## src/rtl/forwarding_scoreboard_pkg.sv

```systemverilog
// Shared types and helpers for the EX-stage forwarding scoreboard.
// Record layout is {valid, is_load, dest}; select 0 means "read the regfile".
package forwarding_scoreboard_pkg;

    localparam int LC3B_REG_W = 3;

    typedef logic [LC3B_REG_W-1:0] lc3b_reg;

    typedef struct packed {
        logic    valid;
        logic    is_load;
        lc3b_reg dest;
    } lc3b_fwd_rec;

    typedef enum logic [0:0] {
        FWD_REGFILE = 1'b0
    } fwd_sel_base_e;

    // Width of one operand's forward select: regfile plus one code per stage.
    function automatic int fwd_sel_w(input int num_stages);
        return $clog2(num_stages + 1);
    endfunction

endpackage

```

## src/rtl/forwarding_scoreboard_src_select.sv

```systemverilog
// Priority match of one EX operand against the in-flight record array.
// Youngest matching stage wins; an unready load winner raises load_hazard instead.
module fwd_src_select #(
    parameter int NUM_STAGES = 2,
    parameter int REG_W      = 3,
    parameter int LOAD_LAT   = 1,
    parameter int SELW       = 2
) (
    input  logic                        ex_valid,
    input  logic                        src_valid,
    input  logic [REG_W-1:0]            src_reg,
    input  logic [NUM_STAGES-1:0]       rec_valid,
    input  logic [NUM_STAGES-1:0]       rec_load,
    input  logic [NUM_STAGES*REG_W-1:0] rec_dest,
    output logic [SELW-1:0]             sel,
    output logic                        load_hazard
);

    logic hit;
    logic hit_load;
    int   hit_idx;

    always_comb begin
        hit      = 1'b0;
        hit_load = 1'b0;
        hit_idx  = 0;
        // Scan oldest to youngest so the lowest matching index is left standing.
        for (int j = NUM_STAGES - 1; j >= 0; j--) begin
            if (ex_valid && src_valid && rec_valid[j] &&
                rec_dest[j*REG_W +: REG_W] == src_reg) begin
                hit      = 1'b1;
                hit_load = rec_load[j];
                hit_idx  = j;
            end
        end
    end

    always_comb begin
        sel         = '0;
        load_hazard = 1'b0;
        if (hit) begin
            if (hit_load && hit_idx < LOAD_LAT) begin
                load_hazard = 1'b1;
            end else begin
                sel = SELW'(hit_idx + 1);
            end
        end
    end

endmodule

```

## src/rtl/forwarding_scoreboard.sv

```systemverilog
// Tracks in-flight destination writes after EX and derives forward selects,
// the load-use stall request and a saturating stall-cycle counter.
module forwarding_scoreboard
    import forwarding_scoreboard_pkg::*;
#(
    parameter int NUM_SRC    = 2,
    parameter int NUM_STAGES = 2,
    parameter int REG_W      = 3,
    parameter int LOAD_LAT   = 1,
    parameter int CNT_W      = 16
) (
    input  logic                                     clk,
    input  logic                                     reset_n,
    input  logic                                     advance,
    input  logic                                     flush,
    input  logic                                     ex_valid,
    input  logic [NUM_SRC-1:0]                       ex_src_valid,
    input  logic [NUM_SRC*REG_W-1:0]                 ex_src_reg,
    input  logic                                     ex_dest_valid,
    input  logic [REG_W-1:0]                         ex_dest_reg,
    input  logic                                     ex_is_load,
    input  logic                                     perf_clear,
    output logic [NUM_SRC*fwd_sel_w(NUM_STAGES)-1:0] fwd_sel,
    output logic                                     stall_req,
    output logic [CNT_W-1:0]                         stall_count
);

    localparam int SELW = fwd_sel_w(NUM_STAGES);

    logic [NUM_STAGES-1:0]       rec_valid_reg;
    logic [NUM_STAGES-1:0]       rec_load_reg;
    logic [NUM_STAGES*REG_W-1:0] rec_dest_reg;
    logic [NUM_SRC-1:0]          src_hazard;
    logic                        rec0_valid_next;
    logic [CNT_W-1:0]            stall_count_reg;

    generate
        for (genvar gi = 0; gi < NUM_SRC; gi++) begin : g_src
            fwd_src_select #(
                .NUM_STAGES (NUM_STAGES),
                .REG_W      (REG_W),
                .LOAD_LAT   (LOAD_LAT),
                .SELW       (SELW)
            ) u_sel (
                .ex_valid    (ex_valid),
                .src_valid   (ex_src_valid[gi]),
                .src_reg     (ex_src_reg[gi*REG_W +: REG_W]),
                .rec_valid   (rec_valid_reg),
                .rec_load    (rec_load_reg),
                .rec_dest    (rec_dest_reg),
                .sel         (fwd_sel[gi*SELW +: SELW]),
                .load_hazard (src_hazard[gi])
            );
        end
    endgenerate

    // A squashed instruction never needs to wait for its operands.
    assign stall_req = (|src_hazard) & ~flush;

    // A stalled EX instruction enters MEM as a bubble; it re-issues from EX.
    assign rec0_valid_next = ex_valid & ex_dest_valid & ~flush & ~stall_req;

    always_ff @(posedge clk) begin
        if (!reset_n) begin
            rec_valid_reg <= '0;
            rec_load_reg  <= '0;
            rec_dest_reg  <= '0;
        end else if (advance) begin
            for (int j = NUM_STAGES - 1; j >= 1; j--) begin
                rec_valid_reg[j]              <= rec_valid_reg[j-1];
                rec_load_reg[j]               <= rec_load_reg[j-1];
                rec_dest_reg[j*REG_W +: REG_W] <= rec_dest_reg[(j-1)*REG_W +: REG_W];
            end
            rec_valid_reg[0]       <= rec0_valid_next;
            rec_load_reg[0]        <= ex_is_load;
            rec_dest_reg[0 +: REG_W] <= ex_dest_reg;
        end
    end

    always_ff @(posedge clk) begin
        if (!reset_n) begin
            stall_count_reg <= '0;
        end else if (perf_clear) begin
            stall_count_reg <= '0;
        end else if (stall_req && advance && stall_count_reg != {CNT_W{1'b1}}) begin
            stall_count_reg <= stall_count_reg + 1'b1;
        end
    end

    assign stall_count = stall_count_reg;

endmodule

```

## config.mk

```make
export PLATFORM = sky130hd
export DESIGN_NAME = forwarding_scoreboard
export DESIGN_NICKNAME = d
export VERILOG_FILES = /design/src/rtl/forwarding_scoreboard_pkg.sv /design/src/rtl/forwarding_scoreboard_src_select.sv /design/src/rtl/forwarding_scoreboard.sv
export SDC_FILE = /design/constraint.sdc
export NUM_CORES = 1
export LEC_CHECK = 0
export ABC_AREA = 1
export ABC_CLOCK_PERIOD_IN_PS = 1500
export CAP_MARGIN = 0
export CELL_PAD_IN_SITES_DETAIL_PLACEMENT = 0
export CELL_PAD_IN_SITES_GLOBAL_PLACEMENT = 1
export CORE_MARGIN = 3
export CORE_UTILIZATION = 30
export DETAILED_ROUTE_END_ITERATION = 7
export GPL_ROUTABILITY_DRIVEN = 0
export GPL_TIMING_DRIVEN = 0
export MAX_ROUTING_LAYER = met4
export PLACE_DENSITY_LB_ADDON = 0.08
export SETUP_SLACK_MARGIN = 0.05
export SLEW_MARGIN = 0
export SYNTH_ARGS = -nofsm -noshare
export SYNTH_HDL_FRONTEND = slang
export SYNTH_HIERARCHICAL = 1
export SYNTH_SLANG_ARGS = --single-unit
```

## constraint.sdc

```tcl
create_clock -name clk -period 1.5 [get_ports clk]
set_input_delay 0.3 -clock clk [delete_from_list [all_inputs] [get_ports clk]]
set_output_delay 0.3 -clock clk [all_outputs]
set_load 0.01 [all_outputs]
```

# Word-level counts from Yosys, hierarchy flattened
# Cells that the tools add are included.
dict set report totals {
  register_bits 26
  latchBits 0
  mem_bits_rw 0
  mem_bits_ro 0
  inputBits 19
  out_inout_bits 21
  elab_cells 57
  mem_count 0
}
dict set report op_classes {
  addsub 3
  multipliers 0
  div 0
  order_cmp 2
  eq_ne 5
  shift 0
  muxes 20
  bitwise_logic 7
  reduce_logical 16
}
# op count
set ops {}
lappend ops {{$add 16x1->16 const B} 1}
lappend ops {{$mux 1} 16}
lappend ops {{$ne 16x16->1 const B} 1}
lappend ops {{$logic_and 1x1->1} 14}
lappend ops {{$eq 3x3->1} 4}
lappend ops {{$mux 2} 4}
lappend ops {{$add 1x1->2 const B} 2}
lappend ops {{$and 1x1->1} 4}
lappend ops {{$reduce_or 2->1} 2}
lappend ops {{$not 1->1} 3}
lappend ops {{$lt 1x1->1 const B} 2}

# Depth between registers and ports, before layout
# Gate-level depths: netlist (run 1).
dict set report logic_depth {
  word_depth 13
  depth_mapped 14
}

# Cells and area by module
# Netlist (run 1), hierarchy kept.
# module n_inst cells_per_inst area_each_um2 seq_area_each_um2
set by_module_without_submodules {}
lappend by_module_without_submodules {forwarding_scoreboard 1 216 1357.6 520.5}
lappend by_module_without_submodules {fwd_src_select 2 36 158.9 0.0}

# Worst setup path before layout (run 1)
# No wires, ideal clock.
dict set report synth_timing {
  path_type {reg-to-reg}
  startpoint {reg rec_dest_reg[2]}
  endpoint {reg stall_count_reg[12], in the netlist stall_count[12]}
  setup_ns 0.117
  t_arrival_ns 1.507
  required_time_ns 1.383
  setup_slack_ns -0.124
  stages_incl_launch_ff 14
  n_path_buf 0
  cell_sequence {dfxtp_1 -> inv_1 -> nand2_1 -> nand2_2 -> nor2_2 -> nand3_1 -> nor2_1 -> inv_1 -> nand2_1 -> nand2_1 -> nor2_4 -> nand2_1 -> nor3_1 -> nor2_1}
}
dict set report synth_via {
  elab_chain_len 11
  elab_cells_between_ends 22
  classes_between {order compare (2); eq/ne (2); mux (10); bitwise (1); reduce/logical (7)}
}
# element line_no
set synth_lines {}
lappend synth_lines {{start: declaration} forwarding_scoreboard.sv:32} ;# logic [NUM_STAGES*REG_W-1:0] rec_dest_reg;
lappend synth_lines {{start signal: indexed assignment} forwarding_scoreboard.sv:72} ;# rec_dest_reg[j*REG_W +: REG_W] <= rec_dest_reg[(j-1)*REG_W +: REG_W];
lappend synth_lines {{start signal: indexed assignment} forwarding_scoreboard.sv:76} ;# rec_dest_reg[0 +: REG_W] <= ex_dest_reg;
lappend synth_lines {{$eq 3x3->1 (*)} forwarding_scoreboard_src_select.sv:30} ;# rec_dest[j*REG_W +: REG_W] == src_reg) begin
lappend synth_lines {{$logic_and 1x1->1 (*)} forwarding_scoreboard_src_select.sv:29} ;# if (ex_valid && src_valid && rec_valid[j] &&
lappend synth_lines {{$mux 1} forwarding_scoreboard_src_select.sv:29}
lappend synth_lines {{$lt 1x1->1} forwarding_scoreboard_src_select.sv:42} ;# if (hit_load && hit_idx < LOAD_LAT) begin
lappend synth_lines {{$logic_and 1x1->1} forwarding_scoreboard_src_select.sv:42}
lappend synth_lines {{$mux 1} forwarding_scoreboard_src_select.sv:42}
lappend synth_lines {{$mux 1 (*)} forwarding_scoreboard_src_select.sv:41} ;# if (hit) begin
lappend synth_lines {{net src_hazard[0]} forwarding_scoreboard.sv:33} ;# logic [NUM_SRC-1:0] src_hazard;
lappend synth_lines {{$reduce_or 2->1 (*)} forwarding_scoreboard.sv:58} ;# assign stall_req = (|src_hazard) & ~flush;
lappend synth_lines {{$and 1x1->1 (*)} forwarding_scoreboard.sv:58}
lappend synth_lines {{$logic_and 1x1->1 (*) (2 in a row)} forwarding_scoreboard.sv:85} ;# end else if (stall_req && advance && stall_count_reg != {CNT_W{1'b1}}) begin
lappend synth_lines {{end signal: assignment} forwarding_scoreboard.sv:86} ;# stall_count_reg <= stall_count_reg + 1'b1;
lappend synth_lines {{end: declaration} forwarding_scoreboard.sv:35} ;# logic [CNT_W-1:0] stall_count_reg;
# Mark *: on every way through the listed nets, which the timed path passes. The rest lies on a longest branch.
# A chain may end at the register's enable or synchronous reset.

# Final worst setup path (run 1)
dict set report layout_timing {
  startpoint {reg rec_dest_reg[2]}
  endpoint {out stall_req}
}
dict set report layout_via {
  elab_chain_len 9
  elab_cells_between_ends 20
  classes_between {order compare (2); eq/ne (2); mux (10); bitwise (1); reduce/logical (5)}
}
# element line_no
set layout_lines {}
lappend layout_lines {{$eq 3x3->1 (*)} forwarding_scoreboard_src_select.sv:30}
lappend layout_lines {{$logic_and 1x1->1 (*)} forwarding_scoreboard_src_select.sv:29}
lappend layout_lines {{$mux 1} forwarding_scoreboard_src_select.sv:29}
lappend layout_lines {{$lt 1x1->1} forwarding_scoreboard_src_select.sv:42}
lappend layout_lines {{$logic_and 1x1->1} forwarding_scoreboard_src_select.sv:42}
lappend layout_lines {{$mux 1} forwarding_scoreboard_src_select.sv:42}
lappend layout_lines {{$mux 1 (*)} forwarding_scoreboard_src_select.sv:41}
lappend layout_lines {{net src_hazard[0]} forwarding_scoreboard.sv:33}
lappend layout_lines {{$reduce_or 2->1 (*)} forwarding_scoreboard.sv:58}
lappend layout_lines {{$and 1x1->1 (*)} forwarding_scoreboard.sv:58}
lappend layout_lines {{end: declaration} forwarding_scoreboard.sv:24} ;# output logic stall_req,
# Marked as above.

==> results of run 1 <==
[what timing repair did]
action	4_1_cts	5_1_grt
endpoints found under the setup margin	38	22
buffers inserted	17	1
pin swaps	22	15
hold buffers	0	0
gates resized for setup	111	24
[routing by layer]
layer	part of all wire	global-route usage	up-vias	routed length, microns
met4	0.0048	0.0203	0	23
met1	0.52	0.221	850	2490
met3	0.035	0.0316	2	168
met2	0.44	0.253	31	2140
met5	0	-	-	0
li1	-	-	992	-
[worst max-delay path, stage by stage (launching register included)]
cell,delay [ns]
dfxtp_4,0.39
inv_2,0.04
nand2_2,0.06
nand2_2,0.07
nor2_4,0.10
nand3_2,0.10
nor2_4,0.11
inv_2,0.04
nand2_2,0.07
nand2_2,0.07
inv_2,0.06
buf_6,0.09
[per-stage QoR]
| step | total power [mW] | worst slack, ns |
|---|---|---|
| global route | 1.38 | -0.363 |
| finish | 1.31 | -0.263 |
| global placement | 0.883 | -1.04 |
| floorplan | 0.799 | 0.00439 |
| CTS | 1.33 | -0.307 |
| detailed placement | 0.885 | -1.05 |
[layout make-up]
type	count	area [sq um]	share of cell area
clock buffers	4	45.0	0.0179
well taps	70	87.6	0.0348
inverters	36	135	0.0537
plain buffers	4	27.5	0.0109
multi-input cells	219	1220	0.485
repair buffers	53	473	0.188
flip-flops and latches	25	529	0.210
[worst paths after layout]
kind         cells past startpoint                       endpoint  slack, ns
max                             11                      stall_req      -0.26
min                              3  rec_valid_reg[0]$_SDFFE_PN0P_       0.39
max reg2reg                     14   stall_count[12]$_SDFFE_PP0P_      -0.23
min reg2reg                      2   stall_count[10]$_SDFFE_PP0P_       0.52
[power by group]
| group | switching [mW] | leakage (nW) | internal, mW |
|---|---|---|---|
| registers | 0.0223 | 0.212 | 0.678 |
| logic | 0.104 | 0.817 | 0.0962 |
| clock network | 0.223 | 0.0228 | 0.190 |
| total | 0.349 | 1.05 | 0.964 |
==> metrics.txt, run 1 <==
status finished with violations; failing checks negative setup slack; first-pass GRT wire length 7.95 mm; Routed Antenna Nets 0; Pre-antenna DRT Iters 4; Area after DPL 0.00212 sq mm; Worst Min Path Start ex_valid; warnings from Yosys 6; port bufs 39; Initial Util 0.316; Vias per Instance ~4.6; P_leak about 1.1 nW; clock root buffer clkbuf_8; vertical die dimension 80 microns; Clock transition at path regs about 0.090 ns; worst clock skew approximately 0.0025 ns; Final period util 1.18; Slew Limit Fails 0; I/O Pins 40; core footprint roughly 0.0052 sq mm; Starting DRT DRC Count 72; fin util 0.484; # rows 26; synth-to-layout area growth 53.2%; final setup fails 21; CTS tree done; Non-Filler Instances ~400; DR vias ~1900; RSZ-0062 raised after global routing true; Ant. Diodes 0; fraction of layout cells with a size suffix above 1 0.331; CTS buffer count 3; fmax between 500 and 600 MHz; type of the worst setup path reg -> out; Worst Path Max Fanout 5; setup_tns -3.27 ns; CTS Buffer Depth 2; Worst-Margin Slew 0.425 ns; drt drc 0; Power Density roughly 520 mW/mm^2; Die X-Extent approximately 80 microns; number of global-route vias before repair approximately 1700; Syn Nets a little over 300; setup ws final -0.263 ns; most frequent cells in the layout nor2_1, nand2_1, inv_1, dlygate4sd2_1, dfxtp_2; htree depth 1; Placed Cells incl. Taps roughly 390; grt total ovfl 0; Clock Sinks 25; max reg flops 16; hold slack 0.391 ns; crit path launch type register; minimum clock period 1.76 ns; initial antenna violation count 0; Layout fillers ~570; post-synthesis cell count 284; Reg-to-Reg Start rec_dest_reg[2]$_SDFFE_PN0P_; WL/cell ~12 microns; critical path startpoint rec_dest_reg[2]$_SDFFE_PN0P_; pin count of the biggest net entering global routing 14; post-DP HPWL ~3.5 mm; Overall Global Routing Usage 0.161; Routed WL a little under 5 mm; CP required between 1 and 1.5 ns; synthesized area per cell ~5.8 sq um; nets 362; Mapped Area about 0.0016 sq mm; Final Hold Viols 0; crit end category output pin; Arrival @ worst endpoint approximately 1.5 ns; most common cell after layout, fill and taps aside nor2_1; clk_lat worst skew ~0.27 ns; cell area after layout 0.00252 sq mm; Hold WC Path Type in -> reg; die area between 0.006 and 0.007 sq mm; Slew HR 0.717; VDD IR max 0.321 mV; Max Cap Viol 0
(Power assumes the default switching activity.)
==> run 2, diff against run 1 <==
--- a/config.mk
+++ b/config.mk
@@ -10,7 +10,6 @@
 export CAP_MARGIN = 0
 export CELL_PAD_IN_SITES_DETAIL_PLACEMENT = 0
 export CELL_PAD_IN_SITES_GLOBAL_PLACEMENT = 1
-export CORE_MARGIN = 3
 export CORE_UTILIZATION = 30
 export DETAILED_ROUTE_END_ITERATION = 7
 export GPL_ROUTABILITY_DRIVEN = 0
==> run 2 against run 1 <==
Net effect: the flow still finishes with violations (negative setup slack); non-clock buffer count shrank 5; flip-flop and latch count unchanged; via count down 2.0%; clock skew increased by 0.0091 ns; global-route usage grew 0.86 points; largest cell class unchanged; hold slack got worse by 0.011 ns; utilization shrank 0.87 points; sequential share of layout area up 0.69 points.
==> metrics.txt, run 2 (synthesis gave the netlist of run 1 again) <==
Final Hold Viols 0 (unchanged); failing checks negative setup slack; VDD IR max 0.470 mV (+46%); cell area after layout 0.00247 sq mm (-1.8%); synth-to-layout area growth 50.5%; I/O Pins 40 (unchanged); Area after DPL 0.00212 sq mm (unchanged); drt drc 0 (unchanged); Routed WL 4.54 mm (-6.0%); CTS Buffer Depth 2 (unchanged); Switching Fraction 0.267 (+0.000813); clk_lat worst skew 0.28 ns (about the same); Hold Buf Count CTS 0 (unchanged); Reg-to-Reg Start rec_dest_reg[2]$_SDFFE_PN0P_; CP required 1.20 ns (about the same); Vias per Instance 4.52 (-0.82%); NetSw 0.350 mW (+0.23%); worst clock skew 0.0116 ns (+0.00908 ns); first-pass GRT wire length 7.68 mm (-3.4%); CTS buffer count 3 (unchanged); Die X-Extent 76 microns (-5.0%); nets 357 (-1.4%); most common cell after layout, fill and taps aside nor2_1; core footprint 0.00520 sq mm (unchanged); Power Density 531 mW/mm^2 (+1.7%); type of the worst setup path reg -> out; Worst Setup EP stall_req; post-DP HPWL 3.35 mm (-5.0%); Max Cap Viol 0 (unchanged); worst hold path depth 3 (unchanged); Clock transition at path regs 0.10 ns (about the same); Worst Path Max Fanout 3 (-2); pin count of the biggest net entering global routing 14 (unchanged); Clock power frac 0.316 (+0.002); RSZ-0062 raised after global routing true; die area 0.00578 sq mm (-9.8%); Overall Global Routing Usage 0.170 (+0.00859); number of global-route vias before repair 1637 (-4.2%); Reg power frac 0.533 (about the same); WL/cell 11.2 microns (-4.9%); P_leak 1.03 nW (-2.0%); Ant. Diodes 0 (unchanged); Placed Cells incl. Taps 393 (unchanged); port bufs 39 (unchanged); Layout fillers 580 (+1.0%); Seq. cell area 537 sq um (+1.4%); setup ws final -0.316 ns (-0.0531 ns); Initial Util 0.316 (unchanged); Logic pwr share 0.151 (-0.002); CTS tree done; Non-Filler Instances 406 (-1.2%); Starting DRT DRC Count 78 (+8.3%); RR Endpoint stall_count[10]$_SDFFE_PP0P_; clock root buffer clkbuf_8; grt total ovfl 0 (unchanged); fraction of layout cells with a size suffix above 1 0.330 (-0.00102); most frequent cells in the layout nor2_1, nand2_1, inv_1, dlygate4sd2_1, dfxtp_2; Slew HR 0.706 (-0.0112); Worst-Margin Slew 0.440 ns (+0.0151 ns); Hold WC Path Type in -> reg; Clock Sinks 25 (unchanged); status finished with violations; # rows 26 (unchanged); vertical die dimension 76 microns (-5.0%); Slew Limit Fails 0 (unchanged); internal power 0.963 mW (-0.19%); crit end category output pin; crit path launch type register; DR vias 1837 (-2.0%); FF-to-FF path depth 16 (+2); initial antenna violation count 0 (unchanged); fmax 551 MHz (-2.9%); FF-to-FF setup slack -0.29 ns (-0.06 ns); max reg flops 16 (unchanged); Routed Antenna Nets 0 (unchanged); Arrival @ worst endpoint 1.52 ns (+0.06 ns); final setup fails 20 (-4.8%); Pre-antenna DRT Iters 5 (+1); Final period util 1.21 (+0.0354); minimum clock period 1.82 ns (+0.0531 ns); multi-input gate area in the final layout 0.00122 sq mm (-0.20%); htree depth 1 (unchanged); critical path startpoint rec_dest_reg[2]$_SDFFE_PN0P_
## run 2: worst max-delay path, cell delays in order, from the launching register on
cell and delay [ns]:
dfxtp_4 0.38, buf_6 0.11, inv_2 0.03, nand2_2 0.06, nand2_2 0.05, nor2_2 0.09, nand3_2 0.08, nor2_2 0.11
inv_1 0.06, nand2_2 0.07, nand2_2 0.07, inv_2 0.05, buf_6 0.09
## run 2: power groups by stage
stage	logic (mW)	clock network, mW	registers (mW)
2_1_floorplan	0.0911	0	0.708
3_3_place_gp	0.169	0	0.714
3_5_place_dp	0.169	0	0.714
4_1_cts	0.195	0.441	0.698
5_1_grt	0.222	0.466	0.702
6_report	0.198	0.415	0.699
## run 2: cell type report
class,count,share of cell area
Multi-Input combinational cell,219,0.492
Sequential cell,25,0.217
Timing Repair Buffer,48,0.172
Inverter,36,0.0547
Tap cell,70,0.0354
Clock buffer,4,0.0182
Buffer,4,0.0101
## run 2: what timing repair did
item	CTS	global route
setup endpoints to repair	38	21
resized for setup	112	25
buffers inserted	15	1
pin swaps	26	24
## run 2: metal layers
layer  part of all wire  routed length, microns  GRT usage
met3              0.035                     161     0.0275
met4             0.0073                      33     0.0346
met5                  0                       0          -
met2               0.43                    1960      0.265
met1               0.52                    2380      0.233
## run 2: how the worst min path moves through the flow
| stage | startpoint | to | slack (ns) |
|---|---|---|---|
| global route | ex_valid | rec_valid_reg[0]$_SDFFE_PN0P_ | 0.38 |
| global placement | stall_count[14]$_SDFFE_PP0P_ | stall_count[14]$_SDFFE_PP0P_ | 0.52 |
| floorplan | reset_n | rec_dest_reg[2]$_SDFFE_PN0P_ | 0.43 |
| detailed placement | stall_count[14]$_SDFFE_PP0P_ | stall_count[14]$_SDFFE_PP0P_ | 0.53 |
| CTS | stall_count[15]$_SDFFE_PP0P_ | stall_count[15]$_SDFFE_PP0P_ | 0.51 |
| finish | ex_valid | rec_valid_reg[0]$_SDFFE_PN0P_ | 0.38 |
## run 2: per-stage QoR
step / power, mW / hold slack, ns / utilization / setup TNS (ns) / setup slack, ns
after floorplan: 0.799 / 0.428 / - / 0 / 0.00439
after global placement: 0.883 / 0.521 / 0.408 / -15.96 / -1.03
after detailed placement: 0.883 / 0.527 / 0.408 / -15.84 / -1.03
after CTS: 1.33 / 0.512 / 0.455 / -4.89 / -0.389
after global routing: 1.39 / 0.382 / 0.475 / -6.30 / -0.401
final: 1.31 / 0.380 / 0.475 / -3.95 / -0.316
